==> src/rtl/rr_decode_arbiter.sv <==
// Eight-requester round-robin arbiter with one-hot decoded grant, hold timeout
// and a one-cycle guard gap between owners. All outputs are registered.
module rr_decode_arbiter #(
    parameter int unsigned MAX_HOLD = 16,
    parameter int unsigned CW       = 8
) (
    input  logic       clk,
    input  logic       rst,
    input  logic [7:0] req,
    input  logic       done,
    output logic [7:0] grant,
    output logic [2:0] grant_idx,
    output logic       grant_valid,
    output logic       timeout
);

    typedef enum logic [1:0] {StIdle, StBusy, StGap} state_e;

    state_e        state_q, state_d;
    logic [2:0]    ptr_q, ptr_d;
    logic [2:0]    idx_q, idx_d;
    logic [CW-1:0] cnt_q, cnt_d;
    logic [7:0]    grant_q, grant_d;
    logic          valid_q, valid_d;
    logic          timeout_q, timeout_d;

    logic [2:0] pick;
    logic [2:0] cand;
    logic       pick_vld;
    logic       rel_wd, rel_exp, rel;

    // First requester at or after the priority pointer, wrapping mod 8.
    always_comb begin
        pick     = '0;
        pick_vld = 1'b0;
        cand     = '0;
        for (int k = 0; k < 8; k++) begin
            cand = ptr_q + 3'(k);
            if (!pick_vld && req[cand]) begin
                pick     = cand;
                pick_vld = 1'b1;
            end
        end
    end

    assign rel_wd  = !req[idx_q];
    assign rel_exp = (cnt_q == CW'(MAX_HOLD - 1));
    assign rel     = done || rel_wd || rel_exp;

    always_ff @(posedge clk or posedge rst) begin
        if (rst) begin
            state_q <= StIdle;
        end else begin
            state_q <= state_d;
        end
    end

    always_comb begin
        state_d = state_q;
        unique case (state_q)
            StIdle:  if (pick_vld) state_d = StBusy;
            StBusy:  if (rel) state_d = StGap;
            StGap:   state_d = StIdle;
            default: state_d = StIdle;
        endcase
    end

    always_comb begin
        ptr_d     = ptr_q;
        idx_d     = idx_q;
        cnt_d     = cnt_q;
        grant_d   = grant_q;
        valid_d   = valid_q;
        timeout_d = 1'b0;
        unique case (state_q)
            StIdle: begin
                if (pick_vld) begin
                    idx_d   = pick;
                    grant_d = 8'd1 << pick;
                    valid_d = 1'b1;
                    cnt_d   = '0;
                end
            end
            StBusy: begin
                cnt_d = cnt_q + CW'(1);
                if (rel) begin
                    grant_d   = '0;
                    valid_d   = 1'b0;
                    ptr_d     = idx_q + 3'd1;
                    // Only a pure expiry counts as a forced release.
                    timeout_d = rel_exp && !done && !rel_wd;
                end
            end
            default: ;
        endcase
    end

    always_ff @(posedge clk or posedge rst) begin
        if (rst) begin
            ptr_q     <= '0;
            idx_q     <= '0;
            cnt_q     <= '0;
            grant_q   <= '0;
            valid_q   <= 1'b0;
            timeout_q <= 1'b0;
        end else begin
            ptr_q     <= ptr_d;
            idx_q     <= idx_d;
            cnt_q     <= cnt_d;
            grant_q   <= grant_d;
            valid_q   <= valid_d;
            timeout_q <= timeout_d;
        end
    end

    assign grant       = grant_q;
    assign grant_idx   = idx_q;
    assign grant_valid = valid_q;
    assign timeout     = timeout_q;

endmodule

==> config.mk <==
export PLATFORM = sky130hd
export DESIGN_NAME = rr_decode_arbiter
export DESIGN_NICKNAME = d
export VERILOG_FILES = /design/src/rtl/rr_decode_arbiter.sv
export SDC_FILE = /design/constraint.sdc
export NUM_CORES = 1
export LEC_CHECK = 0
export ABC_AREA = 1
export ABC_CLOCK_PERIOD_IN_PS = 2800
export CELL_PAD_IN_SITES_DETAIL_PLACEMENT = 1
export CELL_PAD_IN_SITES_GLOBAL_PLACEMENT = 1
export CORE_MARGIN = 3
export CORE_UTILIZATION = 41
export DETAILED_ROUTE_END_ITERATION = 10
export GPL_TIMING_DRIVEN = 0
export PLACE_DENSITY = 0.79
export SKIP_CTS_REPAIR_TIMING = 1
export SLEW_MARGIN = 20
export SYNTH_ARGS = -nofsm -noshare
export SYNTH_HDL_FRONTEND = slang
export SYNTH_SLANG_ARGS = --single-unit
==> constraint.sdc <==
create_clock -name clk -period 2.8 [get_ports clk]
set_input_delay 0.56 -clock clk [delete_from_list [all_inputs] [get_ports clk]]
set_output_delay 0.56 -clock clk [all_outputs]
set_load 0.05 [all_outputs]
==> flow_summary.yaml, run 1 <==
run_status:
  outcome: "finished clean"
global_routing:
  overflow: 0
  grt_max_degree: 27
  grtUsageTotal_pct: 20.6
  grt_pass1_wl_um: 10200
  antenna_found_initial: 0
  grt_pass1_vias: 2152
cells_and_area:
  nets: 362
  drive_gt1_share_pct: 20.8
  layout_common_cells: "nand2_1, nand3_1, inv_1"
  final_common_cell: "nand2_1"
  insertedDiodeCount: 0
  syn_to_final_growth_pct: 28.1
route:
  avgViaCountPerCell: 5.18
  wl_per_cell_um: 14.8
  dr.pass1.iters: 6
  vias: 2141
  drt_iter0_drc: 76
  drtAntennaViolNets: 0
  drt_wl_total_um: 6110
  drc_errors: 0
synthesis:
  syn_area_per_cell_sq_um: 6.99
  yosys_warnings: 0
  synth_cell_types: 34
  synth_nets: 320
  syn-cell-area_sq_um: 2130
  ys_seq_elements: 26
  netlist_instances: 305
  synth_seq_area_share_pct: 30.5
clock_tree:
  cts_tree: "built"
  htree_levels: 1
  clk_latency_ns: 0.27
  clock_tree.buffer_depth: 2
  cts.clk_slew.worst_paths_ns: 0.09
  clock-sinks: 26
  cts_made_buffers: 3
  root_buffer: "clkbuf_8"
timing:
  setup_tns_ns: 0
  setup_viol: 0
  timing.final.max_slew_violations: 0
  fmax_ghz: 0.385
  layout_min_cycle_time_ns: 2.60
  worst_slew_pin_slew_ns: 1.00
  max_slew_margin_pct: 33.1
  clock_skew_ns: 0.00762
  hold_viol: 0
  min_period_over_period_pct: 92.9
worst_setup_path:
  cp-end-kind: "flop"
  worst-path-buf-inv: 6
  cp-start-kind: "flop"
  cpPeakStageDelay_ns: 0.36
  cpMostUsedCell: "nor2_8"
  path_cells: "buf_6 -> inv_4 -> buf_12 -> ha_4 -> buf_8 -> nand3_2 -> nand3_4 -> nand2_4 -> nor2_8 -> nand4_4 -> nor2_8 -> buf_4 -> nand4_1 -> inv_1 -> nor2_2 -> nor2_1 -> nand2_2 -> nand2_1"
  worstPathArrival_ns: 2.81
  crit_family: "simple AND/OR/NAND/NOR gates"
  cp_slowest_cell: "dfrtp_1"
  path_class: "flop to flop"
  critical_path.max_fanout: 8
  required_ns: 3.01
hold_path:
  hold_class: "flop to flop"
place:
  port_buffers: 23
  gp_congestion: 0.885
  dp_hpwl_um: 4580
die:
  die_area_sq_um: 6100
  rows: 25
  io_pins: 24
  die_h_um: 78.1
  core-area_sq_um: 4880
  die_w_um: 78.1
  initial_utilization_pct: 43.7
job:
  max_cap_viol_count: 0
synth_stat cells, drive strengths merged:
| cell | instances | area share [%] |
|---|---|---|
| o21ai | 18 | 4.2 |
| buf | 5 | 2.2 |
| clkinv | 1 | 0.18 |
| a31oi | 1 | 0.29 |
| dfrtp | 26 | 31 |
| mux2i | 1 | 0.47 |
| nor3 | 2 | 0.47 |
| xnor2 | 3 | 1.6 |
| o31ai | 1 | 0.35 |
| o22ai | 4 | 1.2 |
| xor2 | 5 | 2.1 |
| a21oi | 3 | 0.70 |
| and3 | 1 | 0.29 |
| nand4 | 11 | 3.9 |
| nand2 | 99 | 20 |
| o221ai | 1 | 0.41 |
| nand3 | 45 | 12 |
| inv | 38 | 6.9 |
| ha | 4 | 2.3 |
| nand3b | 1 | 0.94 |
| nor2 | 35 | 9.2 |
state kept, by name, indices dropped and copies added, names as in the netlist:
name         cells
cnt_q            8
grant            8
grant_idx        3
grant_valid      1
ptr_q            3
state_q          2
timeout          1
area by class of cell:
cell class                 count  area [sq um]
buffer                         5          65.1
fill                         658          2150
inverter                      39           166
tap                           67          83.8
clock buffer                   4          55.1
timing repair buffer          37           335
multi-input combinational    235          1370
sequential                    26           651
per-stage QoR:
step,cell area [sq um],hold WS [ns],std cells,worst slack (ns),utilization [%]
after floorplan,2130,0.490,305,0.411,-
after CTS,2500,0.491,399,-0.0379,51.2
after global routing,2730,0.540,413,-0.0568,55.9
after global placement,2440,0.465,395,-0.0551,50.1
final,2730,0.487,413,0.200,55.9
after detailed placement,2440,0.467,395,-0.104,50.1
path summary, 6_finish.rpt:
| path | from | to | slack [ns] | depth (start not counted) |
|---|---|---|---|---|
| max | ptr_q[0] | grant[2] | 0.20 | 18 |
| min | grant[7] | grant[7] | 0.49 | 2 |
| max reg2reg | ptr_q[0] | grant[2] | 0.20 | 18 |
| min reg2reg | grant[7] | grant[7] | 0.49 | 2 |
| max in group asynchronous | rst | state_q[0] | 1.36 | 2 |
| min in group asynchronous | rst | grant[7] | 0.82 | 2 |
logic make-up after synthesis:
family	count (synthesis)	synth area share, %
xor+xnor	8	3.64
flops	26	30.5
fa+ha+maj	4	2.35
buf+inv	44	9.28
mux	1	0.470
compound gates	28	7.16
simple gates	194	46.6
tightest hold or removal path: cells and delay by family, from the launching register on:
kind          cells  cell delay [ns]
simple gates      2             0.11
flops             1             0.35
layer usage:
| layer | share of wire, % | wire length (um) | vias up | track usage (%) |
|---|---|---|---|---|
| met2 | 52 | 3200 | 15 | 37.7 |
| met5 | 0 | 0 | - | 0 |
| met1 | 46 | 2800 | 1043 | 25.9 |
| li1 | - | - | 1077 | - |
| met4 | 1.1 | 67 | 0 | 5.94 |
| met3 | 0.67 | 41 | 6 | 1.26 |
Power of run 1 is left out: the tool's default activity adds up to more than one toggle a clock period on the data nets, which glitch-free logic cannot reach.
==> inputs of run 2 (changes only) <==
- CAP_MARGIN: not set -> 10
- SLEW_MARGIN: 20 -> not set
==> results of run 2 <==
No change in the layout: final DEF, timing and power equal those of run 1.
Power of run 2 is left out for the same reason.
